<file path="config.mk">
export PLATFORM = sky130hd
export DESIGN_NAME = pc_fetch_unit_flat
export DESIGN_NICKNAME = d
export VERILOG_FILES = /design/src/rtl/core_pkg.sv /design/src/rtl/pc_fetch_unit_if.sv /design/src/rtl/pc_fetch_unit_call_stack.sv /design/src/rtl/pc_fetch_unit.sv /design/src/flat_wrapper.sv
export SDC_FILE = /design/constraint.sdc
export NUM_CORES = 1
export LEC_CHECK = 0
export ABC_CLOCK_PERIOD_IN_PS = 2100
export BUFFER_PORTS_ARGS = -buffer_cell sky130_fd_sc_hd__buf_2
export CELL_PAD_IN_SITES_DETAIL_PLACEMENT = 1
export CELL_PAD_IN_SITES_GLOBAL_PLACEMENT = 1
export CORE_MARGIN = 8
export CORE_UTILIZATION = 43
export CTS_CLUSTER_SIZE = 25
export DETAILED_ROUTE_END_ITERATION = 10
export MAX_ROUTING_LAYER = met4
export PLACE_DENSITY = 0.77
export SETUP_SLACK_MARGIN = 0.3
export SLEW_MARGIN = 20
export SYNTH_ARGS = -nofsm -noshare
export SYNTH_HDL_FRONTEND = slang
export SYNTH_SLANG_ARGS = --single-unit
export TNS_END_PERCENT = 30
</file>
<file path="constraint.sdc">
create_clock -name clk -period 2.1 [get_ports clk]
set_input_delay 0.42 -clock clk [delete_from_list [all_inputs] [get_ports clk]]
set_output_delay 0.42 -clock clk [all_outputs]
set_load 0.05 [all_outputs]
</file>
<file path="src/rtl/core_pkg.sv">
// rtl/core_pkg.sv - shared widths, types and constants for the 14-bit core
package core_pkg;

    localparam int PC_W        = 11;
    localparam int INSTR_W     = 14;
    localparam int STACK_DEPTH = 8;

    typedef logic [PC_W-1:0]    pc_t;
    typedef logic [INSTR_W-1:0] instr_t;

    localparam instr_t NOP_WORD = 14'h0000;

    // Source of the next program counter value
    typedef enum logic [1:0] {
        PC_INC  = 2'd0,
        PC_TGT  = 2'd1,
        PC_POP  = 2'd2,
        PC_HOLD = 2'd3
    } pc_sel_e;

endpackage

</file>
<file path="src/rtl/pc_fetch_unit_if.sv">
// rtl/pc_fetch_unit_if.sv - ROM fetch bus and decode control bundle of the fetch stage
interface pc_fetch_unit_if;
    import core_pkg::*;

    pc_t    Rom_addr_out;
    instr_t Rom_data_in;
    instr_t ir_out;
    pc_t    pc_out;
    logic   hold;
    logic   jump;
    logic   call;
    logic   ret;
    logic   skip;
    pc_t    target_addr;
    logic   stk_ovf;
    logic   stk_unf;

    // Fetch unit side
    modport master (
        output Rom_addr_out,
        input  Rom_data_in,
        output ir_out,
        output pc_out,
        input  hold,
        input  jump,
        input  call,
        input  ret,
        input  skip,
        input  target_addr,
        output stk_ovf,
        output stk_unf
    );

    // ROM / decode side
    modport slave (
        input  Rom_addr_out,
        output Rom_data_in,
        input  ir_out,
        input  pc_out,
        output hold,
        output jump,
        output call,
        output ret,
        output skip,
        output target_addr,
        input  stk_ovf,
        input  stk_unf
    );

endinterface

</file>
<file path="src/rtl/pc_fetch_unit_call_stack.sv">
// rtl/pc_fetch_unit_call_stack.sv - circular hardware return stack with sticky overflow/underflow flags
module call_stack
    import core_pkg::*;
#(
    parameter int DEPTH = STACK_DEPTH
) (
    input  logic clk,
    input  logic rst_n,
    input  logic push,
    input  logic pop,
    input  pc_t  push_data,
    output pc_t  top_data,
    output logic ovf,
    output logic unf
);

    localparam int PTR_W = $clog2(DEPTH);
    localparam logic [PTR_W:0] FULL = DEPTH[PTR_W:0];

    // sp points at the next free slot; when full it also points at the oldest entry
    logic [PTR_W-1:0] sp_q;
    logic [PTR_W-1:0] sp_dec;
    logic [PTR_W:0]   count_q;
    pc_t              mem_q [DEPTH];

    assign sp_dec   = sp_q - PTR_W'(1);
    assign top_data = mem_q[sp_dec];

    // Push overwrites the oldest slot when full; pop on empty still wraps the pointer
    always_ff @(posedge clk or negedge rst_n) begin
        if (!rst_n) begin
            sp_q    <= '0;
            count_q <= '0;
            ovf     <= 1'b0;
            unf     <= 1'b0;
            for (int i = 0; i < DEPTH; i++) begin
                mem_q[i] <= '0;
            end
        end else if (push) begin
            mem_q[sp_q] <= push_data;
            sp_q        <= sp_q + PTR_W'(1);
            if (count_q == FULL) begin
                ovf <= 1'b1;
            end else begin
                count_q <= count_q + 1'b1;
            end
        end else if (pop) begin
            sp_q <= sp_dec;
            if (count_q == '0) begin
                unf <= 1'b1;
            end else begin
                count_q <= count_q - 1'b1;
            end
        end
    end

endmodule

</file>
<file path="src/rtl/pc_fetch_unit.sv">
// rtl/pc_fetch_unit.sv - program counter, next-PC selection and instruction register
module pc_fetch_unit
    import core_pkg::*;
#(
    parameter int     STACK_DEPTH = core_pkg::STACK_DEPTH,
    parameter instr_t NOP_WORD    = core_pkg::NOP_WORD
) (
    input  logic              clk,
    input  logic              rst_n,
    pc_fetch_unit_if.master   bus
);

    pc_t     pc_q;
    pc_t     pc_d;
    instr_t  ir_q;
    instr_t  ir_d;
    pc_sel_e sel;
    pc_t     top_data;
    logic    push;
    logic    pop;

    assign bus.Rom_addr_out = pc_q;
    assign bus.pc_out       = pc_q;
    assign bus.ir_out       = ir_q;

    // Only the winning control input acts, stack side effects included
    assign pop  = !bus.hold && bus.ret;
    assign push = !bus.hold && !bus.ret && bus.call;

    // Priority: hold > ret > call > jump > skip > increment
    always_comb begin
        sel = PC_INC;
        if (bus.hold) begin
            sel = PC_HOLD;
        end else if (bus.ret) begin
            sel = PC_POP;
        end else if (bus.call || bus.jump) begin
            sel = PC_TGT;
        end
    end

    // Next PC and IR; any transfer or skip squashes the word already fetched
    always_comb begin
        pc_d = pc_q;
        ir_d = ir_q;
        case (sel)
            PC_INC: begin
                pc_d = pc_q + PC_W'(1);
                ir_d = bus.skip ? NOP_WORD : bus.Rom_data_in;
            end
            PC_TGT: begin
                pc_d = bus.target_addr;
                ir_d = NOP_WORD;
            end
            PC_POP: begin
                pc_d = top_data;
                ir_d = NOP_WORD;
            end
            default: begin
                pc_d = pc_q;
                ir_d = ir_q;
            end
        endcase
    end

    // PC and IR registers, frozen while hold is asserted
    always_ff @(posedge clk or negedge rst_n) begin
        if (!rst_n) begin
            pc_q <= '0;
            ir_q <= '0;
        end else if (sel != PC_HOLD) begin
            pc_q <= pc_d;
            ir_q <= ir_d;
        end
    end

    call_stack #(
        .DEPTH (STACK_DEPTH)
    ) u_stack (
        .clk       (clk),
        .rst_n     (rst_n),
        .push      (push),
        .pop       (pop),
        .push_data (pc_q),
        .top_data  (top_data),
        .ovf       (bus.stk_ovf),
        .unf       (bus.stk_unf)
    );

endmodule
</file>
<file path="src/flat_wrapper.sv">
// flat-port wrapper written by rule: the top's interface ports become plain ports
module pc_fetch_unit_flat import core_pkg::*;
#(
    parameter int     STACK_DEPTH = core_pkg::STACK_DEPTH,
    parameter instr_t NOP_WORD    = core_pkg::NOP_WORD
)
  (clk, rst_n, bus_Rom_addr_out, bus_Rom_data_in, bus_ir_out, bus_pc_out, bus_hold, bus_jump, bus_call, bus_ret, bus_skip, bus_target_addr, bus_stk_ovf, bus_stk_unf);
  pc_fetch_unit_if bus_i ();
  input  logic clk;
  input  logic rst_n;
  output wire logic [$bits(bus_i.Rom_addr_out)-1:0] bus_Rom_addr_out;
  input wire logic [$bits(bus_i.Rom_data_in)-1:0] bus_Rom_data_in;
  output wire logic [$bits(bus_i.ir_out)-1:0] bus_ir_out;
  output wire logic [$bits(bus_i.pc_out)-1:0] bus_pc_out;
  input wire logic [$bits(bus_i.hold)-1:0] bus_hold;
  input wire logic [$bits(bus_i.jump)-1:0] bus_jump;
  input wire logic [$bits(bus_i.call)-1:0] bus_call;
  input wire logic [$bits(bus_i.ret)-1:0] bus_ret;
  input wire logic [$bits(bus_i.skip)-1:0] bus_skip;
  input wire logic [$bits(bus_i.target_addr)-1:0] bus_target_addr;
  output wire logic [$bits(bus_i.stk_ovf)-1:0] bus_stk_ovf;
  output wire logic [$bits(bus_i.stk_unf)-1:0] bus_stk_unf;
  assign bus_Rom_addr_out = bus_i.Rom_addr_out;
  assign bus_i.Rom_data_in = bus_Rom_data_in;
  assign bus_ir_out = bus_i.ir_out;
  assign bus_pc_out = bus_i.pc_out;
  assign bus_i.hold = bus_hold;
  assign bus_i.jump = bus_jump;
  assign bus_i.call = bus_call;
  assign bus_i.ret = bus_ret;
  assign bus_i.skip = bus_skip;
  assign bus_i.target_addr = bus_target_addr;
  assign bus_stk_ovf = bus_i.stk_ovf;
  assign bus_stk_unf = bus_i.stk_unf;
  pc_fetch_unit #(.STACK_DEPTH(STACK_DEPTH), .NOP_WORD(NOP_WORD)) u_core (.clk(clk), .rst_n(rst_n), .bus(bus_i));
endmodule
</file>
; Yosys cells after proc, flatten, opt, wreduce, memory -nomap -nowiden
; Index checks and enable logic that the tools add are counted.
[classes]
n_addsub = 5
magnitude_cmp = 3
eq_ne = 6
mux = 18
bitwise = 3
n_reduce_logical = 18
[ops]
columns = cell, count
row1 = $bwmux 88, 1
row2 = $bmux 11 s3, 1
row3 = $demux 11 s3, 1
row4 = $mux 11, 3
row5 = $pmux 11 s3, 1
row6 = $pmux 14 s2, 1
row7 = $mux 4, 4
row8 = $mux 14, 1
row9 = $add 11x1->11 const B, 1
row10 = $ge 4x4->1 const B, 2
row11 = $not 3->4, 2
row12 = $mux 3, 2
row13 = $reduce_and 2->1, 3
row14 = $reduce_and 3->1, 2
row15 = $add 4x1->4 const B, 1
row16 = $eq 4x4->1 const B, 1
row17 = $logic_and 1x1->1, 4
row18 = $logic_not 4->1, 1
row19 = $lt 4x1->1 const B, 1
row20 = $mux 2, 2
row21 = $ne 2x2->1 const B, 2
row22 = $reduce_bool 2->1, 2
row23 = $sub 4x1->4 const B, 1
row24 = $add 3x1->3 const B, 1
row25 = 11 further kinds, 12
[totals]
ff_bits = 122
in_bits = 32
out_inout_bits = 38
wordCells = 67

; Depth between registers and ports, before layout
; Gate-level depths: netlist (run 1).
[logic_depth]
ltp_word = 8
depth_mapped = 9
depth_no_buf = 7

; By module
; A second synthesis (run 1) with hierarchy kept.
[unflattened]
hier_cells = 423
area_unflattened_um2 = 5994.5
[by_module_without_submodules]
columns = module, n_inst, cells_each, area_each_um2, seq_area_each_um2
row1 = call_stack, 1, 279, 4501.8, 2427.3
row2 = pc_fetch_unit, 1, 144, 1492.7, 625.6

; Worst setup path before layout (run 1)
; No wires, ideal clock.
[synth_timing]
path_kind = register to register
start = register u_core.u_stack.sp_q[0]
end = register u_core.pc_q[4], in the netlist u_core.bus.Rom_addr_out[4]
setup_ns = 0.137
arrival_ns = 2.127
t_required_ns = 1.963
path_slack_ns = -0.163
path_stages_with_launch = 9
n_path_buf = 1
synth_period_minus_slack_ns = 2.263
cell_sequence = dfrtp_1 -> buf_4 -> inv_1 -> ha_1 -> xor2_4 -> mux4_2 -> mux2_2 -> a211oi_1 -> a21oi_1
[synth_between]
elab_chain_cells = 6
[synth_lines]
columns = element, line_no
row1 = start: declaration, pc_fetch_unit_call_stack.sv:21  ; logic [PTR_W-1:0] sp_q;
row2 = start signal: assignment, pc_fetch_unit_call_stack.sv:41  ; sp_q <= sp_q + PTR_W'(1);
row3 = start signal: assignment, pc_fetch_unit_call_stack.sv:48  ; sp_q <= sp_dec;
row4 = $sub 3x1->3, pc_fetch_unit_call_stack.sv:26  ; assign sp_dec = sp_q - PTR_W'(1);
row5 = via u_core.u_stack.sp_dec[0], pc_fetch_unit_call_stack.sv:22  ; logic [PTR_W-1:0] sp_dec;
row6 = $not 3->4 (not written as such), pc_fetch_unit_call_stack.sv:27  ; assign top_data = mem_q[sp_dec];
row7 = $bmux 11 s3, pc_fetch_unit_call_stack.sv:27
row8 = $mux 11 (not written as such) (2 in a row), pc_fetch_unit_call_stack.sv:27
row9 = $pmux 11 s3, pc_fetch_unit.sv:46  ; case (sel)
row10 = end signal: assignment, pc_fetch_unit.sv:72  ; pc_q <= pc_d;
row11 = end: declaration, pc_fetch_unit.sv:13  ; pc_t pc_q;
; The timed path passes the listed nets, and every way through them passes these cells. The select of a mux whose other input is x is not followed.
; A chain may end at the register's enable or synchronous reset.

; Final worst setup path (run 1)
[layout_timing]
start = register u_core.u_stack.sp_q[0]
end = register u_core.pc_q[3], in the netlist u_core.bus.Rom_addr_out[3]
; The elaborated chain is that of the path after synthesis.

==> impl_metrics.py, run 1 <==
metrics = {
    "detailed_routing": {
        "vias": 4654,
        "drt_iter0_drc": 325,
        "drc": 0,
        "vias_per_cell": 5.99,
        "drtPass1Iterations": 5,
        "wl_um": 20000,
        "wire_per_inst_um": 25.8,
        "ant_nets": 0,
    },
    "die": {
        "die_x_um": 134,
        "io_pins": 70,
        "row_count": 43,
        "die_y_um": 134,
        "core_mm2": 0.0137,
        "die-area_mm2": 0.0178,
        "start_util": 0.433,
    },
    "placed_design": {
        "place_area_mm2": 0.00658,
        "routabilityCongestion": 0.818,
        "place_ws_ps": 77.1,
        "hpwlAfterDp_um": 11700,
        "portBuffers": 69,
    },
    "sta": {
        "finalClockSkew_ps": 12.6,
        "fin_crit_ps": 2050,
        "tightest_slew_ps": 924,
        "relSlewSlack": 0.381,
        "clock.fmax_mhz": 487,
        "timing.final.hold_violations": 0,
        "rsz0062_at_grt": "yes",
        "slew_violations": 0,
        "setup_slack_ps": 47.4,
        "fin_crit_sh": 0.977,
        "setup_viol": 0,
    },
    "final_layout": {
        "multi_input_area_mm2": 0.00272,
        "finalInstanceArea_mm2": 0.00758,
        "final_cell_mix": "dfrtp_1, buf_2, mux2_2",
        "regArea_mm2": 0.00306,
        "utilization": 0.553,
        "layout-drive-gt1-share": 0.439,
        "antennaDiodeCount": 0,
        "syn2layout_area_growth_pct": 27.5,
        "n_fill_cell": 1406,
        "final_common_cell": "dfrtp_1",
        "final_nets": 622,
    },
    "yosys": {
        "syn-num-nets": 522,
        "synth.distinct_cells": 56,
        "ys.flop_type": "dfrtp_1",
        "yosysTopAreaCell": "dfrtp_1",
        "synth_area_leaders": "dfrtp_1, mux2_2, mux4_2, mux2_1, buf_4",
        "syn-instance-count": 485,
        "synth_top_area_frac": 0.513,
        "netlist_area_mm2": 0.00595,
        "synth_seq_cells": 122,
        "async_reset_ff_frac": 1.00,
        "synth_edf_count": 0,
        "yosys_warnings": 0,
        "yosysSeqAreaShare": 0.513,
        "avgSynthCellArea_um2": 12.3,
    },
    "global_routing": {
        "grt.total_usage": 0.218,
        "antenna_found_initial": 0,
        "grt_pass1_wl_um": 29300,
        "overflow": 0,
        "grt_pass1_vias": 5096,
        "grt_max_degree": 69,
    },
    "flow_run": {
        "maxCapViolCount": 0,
    },
    "clock_tree": {
        "cts-root-buf": "clkbuf_16",
        "clkSlewWorstSetupHoldPaths_ps": 60,
        "cts_made_buffers": 17,
        "clock-sinks": 122,
        "tritoncts": "done",
        "h-tree-depth": 4,
        "clock_latency_ps": 420,
        "clockBufferDepth": 2,
    },
    "power": {
        "ir_worst_vdd_mv": 0.856,
        "p_leak_nw": 3.48,
        "powerDensity_mw_per_mm2": 1760,
    },
    "hold_path": {
        "hold_class": "input port to flop",
    },
    "setup_path": {
        "path_class": "flop to flop",
        "crit_required_ps": 2400,
        "cp-start-kind": "flop",
        "path_max_fanout": 3,
        "cp.arrival_ps": 2350,
        "endpoint_kind": "flop",
    },
    "outcome": {
        "run_status": "finished clean",
    },
}
==> layer usage <==
layer,GRT usage,vias up,part of all wire
li1,-,1968,-
met1,0.236,2401,0.36
met2,0.366,207,0.53
met3,0.0467,78,0.059
met4,0.127,0,0.054
met5,-,-,0
==> area by class of cell <==
class / instances / area share
flip-flops and latches: 122 / 0.403
inverters: 12 / 0.00709
well taps: 180 / 0.0297
multi-input cells: 305 / 0.359
repair buffers: 127 / 0.119
clock inverters: 14 / 0.0259
clock buffers: 17 / 0.0561
==> critical path, cell delays in order, from the launching register on <==
cell and delay (ps):
dfrtp_2 410, clkinv_4 70, ha_4 180, xor2_4 250
buf_4 180, mux4_2 340, mux2i_4 180, a221oi_2 80
o22a_1 220
==> stage by stage <==
step / hold WS (ps) / instances / setup TNS (ps) / power, mW
2_1_floorplan: 124 / 485 / 0 / 7.47
3_3_place_gp: 358 / 723 / 0 / 8.49
3_5_place_dp: 357 / 723 / 0 / 8.78
4_1_cts: 193 / 763 / 0 / 12.3
5_1_grt: 208 / 777 / -16.3 / 13.9
6_report: 214 / 777 / 0 / 13.4
==> flip-flops by register name, indices dropped and copies added, names as in the netlist <==
signal                   cells
u_core.u_stack.count_q       4
u_core.u_stack.unf           1
u_core.bus.ir_out           14
u_core.u_stack.mem_q        88
u_core.u_stack.sp_q          3
u_core.bus.Rom_addr_out     11
u_core.u_stack.ovf           1
==> power by group <==
group	total [mW]	switching [mW]	internal [mW]
Sequential	4.10	0.820	3.28
Combinational	6.17	3.39	2.78
Clock	3.11	1.12	1.99
==> timing repair <==
action,4_1_cts,5_1_grt
endpoints found under the hold margin,24,0
gates cloned,0,2
buffers inserted,8,12
resized for setup,6,33
hold buffers,1,0
pin swaps,0,14
setup endpoints to repair,14,43
==> cell usage after synthesis, types with 7 or more instances <==
cell,number
clkbuf_1,19
nor3_1,7
nand3_1,13
nor2_1,15
a21oi_1,14
mux2_1,19
inv_1,10
o21ai_0,23
dfrtp_1,122
mux4_2,12
mux2i_1,12
a22o_1,14
buf_4,21
mux2_2,57
nand2_1,39
xnor2_1,7
==> cell families after synthesis <==
group,count (synthesis),synth area share
buffers and inverters,58,0.0522
adder cells (fa/ha/maj),5,0.0105
AO/OA/AOI/OAI,85,0.100
XOR/XNOR,12,0.0208
multiplexers,101,0.214
flip-flops,122,0.513
AND/OR/NAND/NOR,102,0.0890
==> final timing paths <==
kind | start | to | slack [ps] | cells past startpoint
hold reg to reg | u_core.u_stack.unf | u_core.u_stack.unf | 490 | 2
min in group asynchronous | rst_n | u_core.u_stack.mem_q[42] | 460 | 2
setup / recovery | u_core.u_stack.sp_q[0] | u_core.bus.Rom_addr_out[3] | 50 | 8
max in group asynchronous | rst_n | u_core.u_stack.mem_q[45] | 910 | 3
setup reg to reg | u_core.u_stack.sp_q[0] | u_core.bus.Rom_addr_out[3] | 50 | 8
hold / removal | bus_Rom_data_in[10] | u_core.bus.ir_out[10] | 210 | 2
Note: power is estimated with default switching activity, not from simulation.
==> run 2: changes to the inputs <==
--- a/config.mk
+++ b/config.mk
@@ -5,19 +5,20 @@
 export SDC_FILE = /design/constraint.sdc
 export NUM_CORES = 1
 export LEC_CHECK = 0
-export ABC_CLOCK_PERIOD_IN_PS = 2100
+export ABC_CLOCK_PERIOD_IN_PS = 1900
 export BUFFER_PORTS_ARGS = -buffer_cell sky130_fd_sc_hd__buf_2
 export CELL_PAD_IN_SITES_DETAIL_PLACEMENT = 1
 export CELL_PAD_IN_SITES_GLOBAL_PLACEMENT = 1
 export CORE_MARGIN = 8
-export CORE_UTILIZATION = 43
+export CORE_UTILIZATION = 48
 export CTS_CLUSTER_SIZE = 25
 export DETAILED_ROUTE_END_ITERATION = 10
 export MAX_ROUTING_LAYER = met4
-export PLACE_DENSITY = 0.77
+export PLACE_DENSITY = 0.8
 export SETUP_SLACK_MARGIN = 0.3
 export SLEW_MARGIN = 20
 export SYNTH_ARGS = -nofsm -noshare
 export SYNTH_HDL_FRONTEND = slang
+export SYNTH_HIERARCHICAL = 1
 export SYNTH_SLANG_ARGS = --single-unit
 export TNS_END_PERCENT = 30
==> constraint.sdc (replaced) <==
create_clock -name clk -period 1.9 [get_ports clk]
set_input_delay 0.38 -clock clk [delete_from_list [all_inputs] [get_ports clk]]
set_output_delay 0.38 -clock clk [all_outputs]
set_load 0.05 [all_outputs]
==> run 2 against run 1 <==
The flow now finishes with violations (setup timing). Final area grew 6.8%. Synthesized cell count shrank 13%. Area after synthesis increased by 0.80%. Combinational power is 23% higher. Sequential share of layout area fell by 2.5 points. Count of clock-buffer cells in the layout increased by 8. Critical path type unchanged. Critical endpoint is now u_core/bus.Rom_addr_out[9]. Highest routed layer unchanged.
==> impl_metrics.py, run 2 <==
metrics = {
    "placed_design": {
        "portBuffers": 69,
        "hpwlAfterDp_um": 11100,
        "routabilityCongestion": 0.826,
        "place_area_mm2": 0.00687,
    },
    "detailed_routing": {
        "vias": 4391,
        "drt_iter0_drc": 281,
        "vias_per_cell": 6.03,
        "wl_um": 20800,
        "ant_nets": 0,
        "drc": 0,
        "drtPass1Iterations": 4,
        "wire_per_inst_um": 28.5,
    },
    "setup_path": {
        "critical_path.slowest_cell": "dfrtp_2",
        "cp.depth": 9,
        "cp.arrival_ps": 2580,
        "r2r_cells": 9,
        "reg2reg_to": "u_core/bus.Rom_addr_out[9]",
        "endpoint": "u_core/bus.Rom_addr_out[9]",
        "r2r_slack_ps": -370,
        "crit_path_max_incr_delay_ps": 430,
        "critPathBufInv": 2,
        "cp-start-kind": "flop",
        "crit_chain": "inv_4 > ha_4 > buf_8 > mux4_2 > mux2_4 > a21oi_1 > o21ai_1 > o21bai_1 > a2bb2oi_1",
        "r2r_start": "u_core/u_stack/sp_q[0]",
        "crit_path_start": "u_core/u_stack/sp_q[0]",
        "crit_required_ps": 2200,
        "crit_family": "multiplexers",
        "path_class": "flop to flop",
        "endpoint_kind": "flop",
        "path_max_fanout": 7,
    },
    "global_routing": {
        "overflow": 0,
        "grt_pass1_vias": 4925,
        "grt_pass1_wl_um": 29700,
        "grt.total_usage": 0.249,
        "antenna_found_initial": 0,
        "grt_max_degree": 41,
    },
    "power": {
        "powerDensity_mw_per_mm2": 1920,
        "ir_worst_vdd_mv": 0.941,
        "p_leak_nw": 3.77,
    },
    "final_layout": {
        "finalInstanceArea_mm2": 0.00810,
        "final_cell_mix": "dfrtp_1, mux2_4, buf_2",
        "regMostFlops": "u_core/u_stack/mem_q",
        "final_common_cell": "dfrtp_1",
        "utilization": 0.652,
        "antennaDiodeCount": 0,
        "layout-drive-gt1-share": 0.590,
        "largest_reg_flops": 88,
        "syn2layout_area_growth_pct": 35.1,
        "n_fill_cell": 1168,
        "final_nets": 581,
    },
    "sta": {
        "relSlewSlack": 0.549,
        "clock.fmax_mhz": 440,
        "setup_slack_ps": -371,
        "rsz0062_at_grt": "yes",
        "timing.final.hold_violations": 0,
        "tns_ps": -3330,
        "finalClockSkew_ps": 11.6,
        "slew_violations": 0,
        "fin_crit_sh": 1.20,
        "tightest_slew_ps": 677,
        "fin_crit_ps": 2270,
        "setup_viol": 11,
    },
    "yosys": {
        "syn-instance-count": 423,
        "yosysSeqAreaShare": 0.509,
        "syn-num-nets": 461,
        "avgSynthCellArea_um2": 14.2,
        "synth.distinct_cells": 47,
        "async_reset_ff_frac": 1.00,
        "synth_common_cells": "dfrtp_1, mux2_2, mux4_2, a22o_1, buf_4",
        "synth_most_common_cell": "dfrtp_1",
        "synth_area_leaders": "dfrtp_1, mux2_2, mux4_2, mux2_4, a22o_1",
        "synth_edf_count": 0,
        "synth_seq_cells": 122,
        "synth_top_area_frac": 0.509,
        "yosys_warnings": 6,
        "yosysTopAreaCell": "dfrtp_1",
        "netlist_area_mm2": 0.00599,
        "ys.flop_type": "dfrtp_1",
    },
    "clock_tree": {
        "tritoncts": "done",
        "clkSlewWorstSetupHoldPaths_ps": 60,
        "cts-root-buf": "clkbuf_16",
        "clock-sinks": 122,
        "h-tree-depth": 4,
        "clock_latency_ps": 430,
        "clockBufferDepth": 2,
        "cts_made_buffers": 17,
    },
    "die": {
        "die_x_um": 128,
        "die_y_um": 128,
        "row_count": 41,
        "io_pins": 70,
        "core_mm2": 0.0124,
        "die-area_mm2": 0.0163,
        "start_util": 0.483,
    },
    "outcome": {
        "violations": "setup timing",
        "run_status": "finished, violations left",
    },
    "flow_run": {
        "maxCapViolCount": 0,
    },
    "hold_path": {
        "hold_class": "input port to flop",
    },
}
## run 2: cell types whose count changed after synthesis, sizes merged, moves of 11 or more
cell	delta
o21ai	-11
nor2	-11
nand3	-12
clkbuf	-13
mux2	+26
nand2	-28
## run 2: power by group
part	internal (mW)	switching [mW]
Sequential	3.65	0.984
Combinational	3.96	3.64
Clock	2.16	1.18
## run 2: worst min-delay path by stage
| stage | start | cells past startpoint | slack [ps] | end |
|---|---|---|---|---|
| 2_1_floorplan | rst_n | 0 | 80 | u_core/bus.Rom_addr_out[0] |
| 3_3_place_gp | rst_n | 1 | 410 | u_core/u_stack/count_q[0] |
| 3_5_place_dp | rst_n | 1 | 410 | u_core/u_stack/count_q[0] |
| 4_1_cts | bus_Rom_data_in[6] | 2 | 170 | u_core/bus.ir_out[6] |
| 5_1_grt | bus_Rom_data_in[10] | 2 | 180 | u_core/bus.ir_out[10] |
| 6_report | bus_Rom_data_in[6] | 2 | 190 | u_core/bus.ir_out[6] |
## run 2: area by class of cell
cell class	count	area (um^2)	area share
timing repair buffer	138	1140	0.141
tap	172	215	0.0266
inverter	7	28.8	0.00355
multi-input combinational	257	3050	0.377
clock inverter	7	114	0.0141
sequential	122	3060	0.378
clock buffer	25	485	0.0599
## run 2: through the flow
step,worst slack (ps),std cells,hold slack [ps],power [mW]
after global routing,-412,728,184,16.1
after CTS,-223,719,165,14.3
after floorplan,-320,423,84.4,8.74
after global placement,-240,679,405,10.0
final,-371,728,186,15.6
after detailed placement,-329,679,407,10.3
## run 2: timing repair
item                                    in CTS  in global routing
endpoints found under the hold margin       36                  0
hold buffers                                 1                  0
setup buffers                                7                  9
resized for setup                           35                 97
pin swaps                                    7                 12
endpoints found under the setup margin      90                101
## run 2: layer usage
layer,GRT usage,vias to the layer above,wire length [um]
met1,0.288,2325,8230
li1,-,1826,-
met2,0.393,171,10700
met4,0.143,0,831
met5,-,-,0
met3,0.0574,69,979
## run 2: logic make-up after synthesis
| kind of cell | Yosys count | synth area share |
|---|---|---|
| mux | 127 | 0.288 |
| flops | 122 | 0.509 |
| compound gates | 60 | 0.0785 |
| simple gates | 59 | 0.0607 |
| buf+inv | 44 | 0.0428 |
| fa+ha+maj | 6 | 0.0138 |
| xor+xnor | 5 | 0.00731 |
==> run 3: changes to the inputs <==
--- a/config.mk
+++ b/config.mk
@@ -5,16 +5,18 @@
 export SDC_FILE = /design/constraint.sdc
 export NUM_CORES = 1
 export LEC_CHECK = 0
+export ABC_AREA = 1
 export ABC_CLOCK_PERIOD_IN_PS = 1900
-export BUFFER_PORTS_ARGS = -buffer_cell sky130_fd_sc_hd__buf_2
 export CELL_PAD_IN_SITES_DETAIL_PLACEMENT = 1
 export CELL_PAD_IN_SITES_GLOBAL_PLACEMENT = 1
 export CORE_MARGIN = 8
-export CORE_UTILIZATION = 48
+export CORE_UTILIZATION = 47
 export CTS_CLUSTER_SIZE = 25
 export DETAILED_ROUTE_END_ITERATION = 10
+export DONT_BUFFER_PORTS = 1
 export MAX_ROUTING_LAYER = met4
 export PLACE_DENSITY = 0.8
+export RECOVER_POWER = 100
 export SETUP_SLACK_MARGIN = 0.3
 export SLEW_MARGIN = 20
 export SYNTH_ARGS = -nofsm -noshare
==> run 3 against run 2 <==
The run ends with hold timing, setup timing left. Global-route usage decreased by 0.050 points. Register-to-register slack gained 260 ps. Sequential share of layout area grew 3.2 points. First-iteration DRC count rose by 130%. Setup slack better by 260 ps. Count of clock-buffer cells in the layout is 4 lower. Critical path type unchanged. Highest routed layer unchanged.
==> impl_metrics.py, run 3 <==
metrics = {
    "outcome": {
        "run_status": "finished, violations left",
        "violations": "hold timing, setup timing",
    },
    "yosys": {
        "synth_seq_cells": 122,
        "ys.flop_type": "dfrtp_1",
        "netlist_area_mm2": 0.00616,
        "synth_common_cells": "nand2_1, dfrtp_1, o21ai_0, nor2_1, inv_1",
        "syn-num-nets": 818,
        "avgSynthCellArea_um2": 7.90,
        "yosys_warnings": 6,
        "synth.distinct_cells": 36,
        "synth-simple-area-share": 0.246,
        "synth_mux_area_frac": 0,
        "synthXorXnorAreaFrac": 0.00853,
        "syn-instance-count": 780,
        "synth_edf_count": 0,
        "synth_top_area_frac": 0.495,
        "yosysTopAreaCell": "dfrtp_1",
        "yosysSeqAreaShare": 0.495,
        "synth_most_common_cell": "nand2_1",
        "synth_top_family_by_area": "simple AND/OR/NAND/NOR gates",
        "synthAdderAreaFrac": 0.0134,
        "async_reset_ff_frac": 1.00,
        "synth_area_leaders": "dfrtp_1, nand2_1, o21ai_0, nor2_1, o21ai_1",
        "synth_compound_area_frac": 0.155,
    },
    "final_layout": {
        "layout-drive-gt1-share": 0.195,
        "syn2layout_area_growth_pct": 20.9,
        "utilization": 0.572,
        "regMostFlops": "u_core/u_stack/mem_q",
        "final_nets": 838,
        "final_common_cell": "nand2_1",
        "antennaDiodeCount": 0,
        "finalInstanceArea_mm2": 0.00745,
        "instances_no_fill": 987,
        "largest_reg_flops": 88,
        "final_cell_mix": "nand2_1, dfrtp_1, o21ai_0",
    },
    "setup_path": {
        "critical_path.slowest_cell": "dfrtp_1",
        "crit_chain": "inv_2 > ha_4 > inv_8 > clkbuf_16 > o211ai_1 > nand2_1 > nand2_1 > nand2_2 > nand2_2 > nand2_1 > a21oi_2 > a21oi_2",
        "path_max_fanout": 6,
        "cpMostUsedCell": "nand2_1",
        "cp-start-kind": "flop",
        "path_class": "flop to flop",
        "cp.arrival_ps": 2310,
        "endpoint_kind": "flop",
        "crit_path_max_incr_delay_ps": 370,
        "crit_required_ps": 2200,
    },
    "placed_design": {
        "dp_cells": 935,
        "routabilityCongestion": 0.794,
        "hpwlAfterDp_um": 11700,
        "portBuffers": 0,
        "place_area_mm2": 0.00639,
    },
    "detailed_routing": {
        "vias_per_cell": 5.89,
        "wire_per_inst_um": 23.9,
        "drt_iter0_drc": 643,
        "vias": 5814,
        "drc": 0,
        "wl_um": 23600,
        "drtPass1Iterations": 5,
        "ant_nets": 0,
    },
    "power": {
        "p_leak_nw": 3.64,
        "ir_worst_vdd_mv": 0.842,
        "p_total_mw": 16.3,
        "powerDensity_mw_per_mm2": 2190,
    },
    "die": {
        "die_y_um": 131,
        "io_pins": 70,
        "die-area_mm2": 0.0170,
        "core_mm2": 0.0130,
        "die_x_um": 131,
        "start_util": 0.473,
        "row_count": 42,
    },
    "global_routing": {
        "grt_max_degree": 123,
        "grt.total_usage": 0.248,
        "grt_pass1_wl_um": 31100,
        "antenna_found_initial": 0,
        "grt_pass1_vias": 6012,
        "overflow": 0,
    },
    "sta": {
        "hold_slack_ps": -348,
        "rsz0062_at_grt": "yes",
        "clock.fmax_mhz": 497,
        "relSlewSlack": 0.582,
        "finalClockSkew_ps": 11.0,
        "timing.final.hold_violations": 122,
        "fin_crit_sh": 1.06,
        "slew_violations": 0,
        "tightest_slew_ps": 626,
        "fin_crit_ps": 2010,
        "setup_viol": 3,
        "setup_slack_ps": -112,
    },
    "clock_tree": {
        "clockBufferDepth": 2,
        "h-tree-depth": 4,
        "tritoncts": "done",
        "clkSlewWorstSetupHoldPaths_ps": 60,
        "clock_latency_ps": 430,
        "cts_made_buffers": 17,
        "clock-sinks": 122,
        "cts-root-buf": "clkbuf_16",
    },
    "hold_path": {
        "hold_class": "input port to asynchronous set/reset pin",
    },
    "flow_run": {
        "maxCapViolCount": 0,
    },
}
[run 3: stage by stage]
| step | TNS, ps | worst slack, ps | hold slack (ps) |
|---|---|---|---|
| finish | -274 | -112 | -348 |
| detailed placement | 0 | 98.4 | 90.8 |
| global placement | 0 | 119 | 91.2 |
| CTS | 0 | 129 | -357 |
| floorplan | 0 | 23.9 | 84.4 |
| global route | -640 | -191 | -366 |
[run 3: final cells by class]
| class | instances | area (um^2) |
|---|---|---|
| fillers | 1581 | 5580 |
| flip-flops and latches | 122 | 3060 |
| multi-input cells | 556 | 2760 |
| repair buffers | 53 | 647 |
| clock buffers | 21 | 470 |
| well taps | 176 | 220 |
| inverters | 50 | 203 |
| clock inverters | 9 | 97.6 |
[run 3: path summary, 6_finish.rpt]
kind / slack, ps / from / endpoint / cells after the start
min in group clk: 70 / bus_hold / u_core/bus.ir_out[3] / 2
worst min register to register: 490 / u_core/u_stack/mem_q[12] / u_core/u_stack/mem_q[12] / 2
worst max-delay path: -110 / u_core/u_stack/sp_q[1] / u_core/bus.Rom_addr_out[6] / 12
max in group asynchronous: 2090 / rst_n / u_core/bus.Rom_addr_out[5] / 0
worst max register to register: -110 / u_core/u_stack/sp_q[1] / u_core/bus.Rom_addr_out[6] / 12
worst min-delay path: -350 / rst_n / u_core/u_stack/mem_q[22] / 0
[run 3: critical path: cells and delay by family (launching register included)]
| family | cells | cell delay [ps] |
|---|---|---|
| compound gates | 3 | 410 |
| simple gates | 5 | 500 |
| buf+inv | 3 | 290 |
| fa+ha+maj | 1 | 300 |
| flops | 1 | 370 |
[run 3: power by group]
part / internal (mW) / switching (mW) / total, mW / leakage [nW]
clock: 2.00 / 1.17 / 3.17 / 0.284
combinational: 2.95 / 5.59 / 8.54 / 1.83
sequential: 3.65 / 0.988 / 4.64 / 1.53
total: 8.60 / 7.75 / 16.3 / 3.64
[run 3: repair_timing]
| action | 4_1_cts | 5_1_grt |
|---|---|---|
| setup buffers | 3 | 3 |
| endpoints found under the hold margin | 122 | 122 |
| setup endpoints to repair | 74 | 115 |
| pin swaps | 6 | 28 |
| gates cloned | 3 | 13 |
| resized for setup | 24 | 88 |
[run 3: kinds of logic (layout without fill, tap and decap cells)]
group,count (synthesis),in the layout
DFF,122,122
buffers and inverters,102,133
adders and majority gates,6,6
AOI/OAI and AO/OA,163,163
and+or+nand+nor,381,381
xor gates and xnor gates,6,6
[run 3: per-layer routing]
layer  share of wire  vias to the layer above  global-route usage
li1                -                     2530                   -
met1            0.38                     2936               0.278
met2            0.51                      272               0.416
met3           0.068                       76              0.0564
met4           0.043                        0               0.115
met5               0                        -                   -
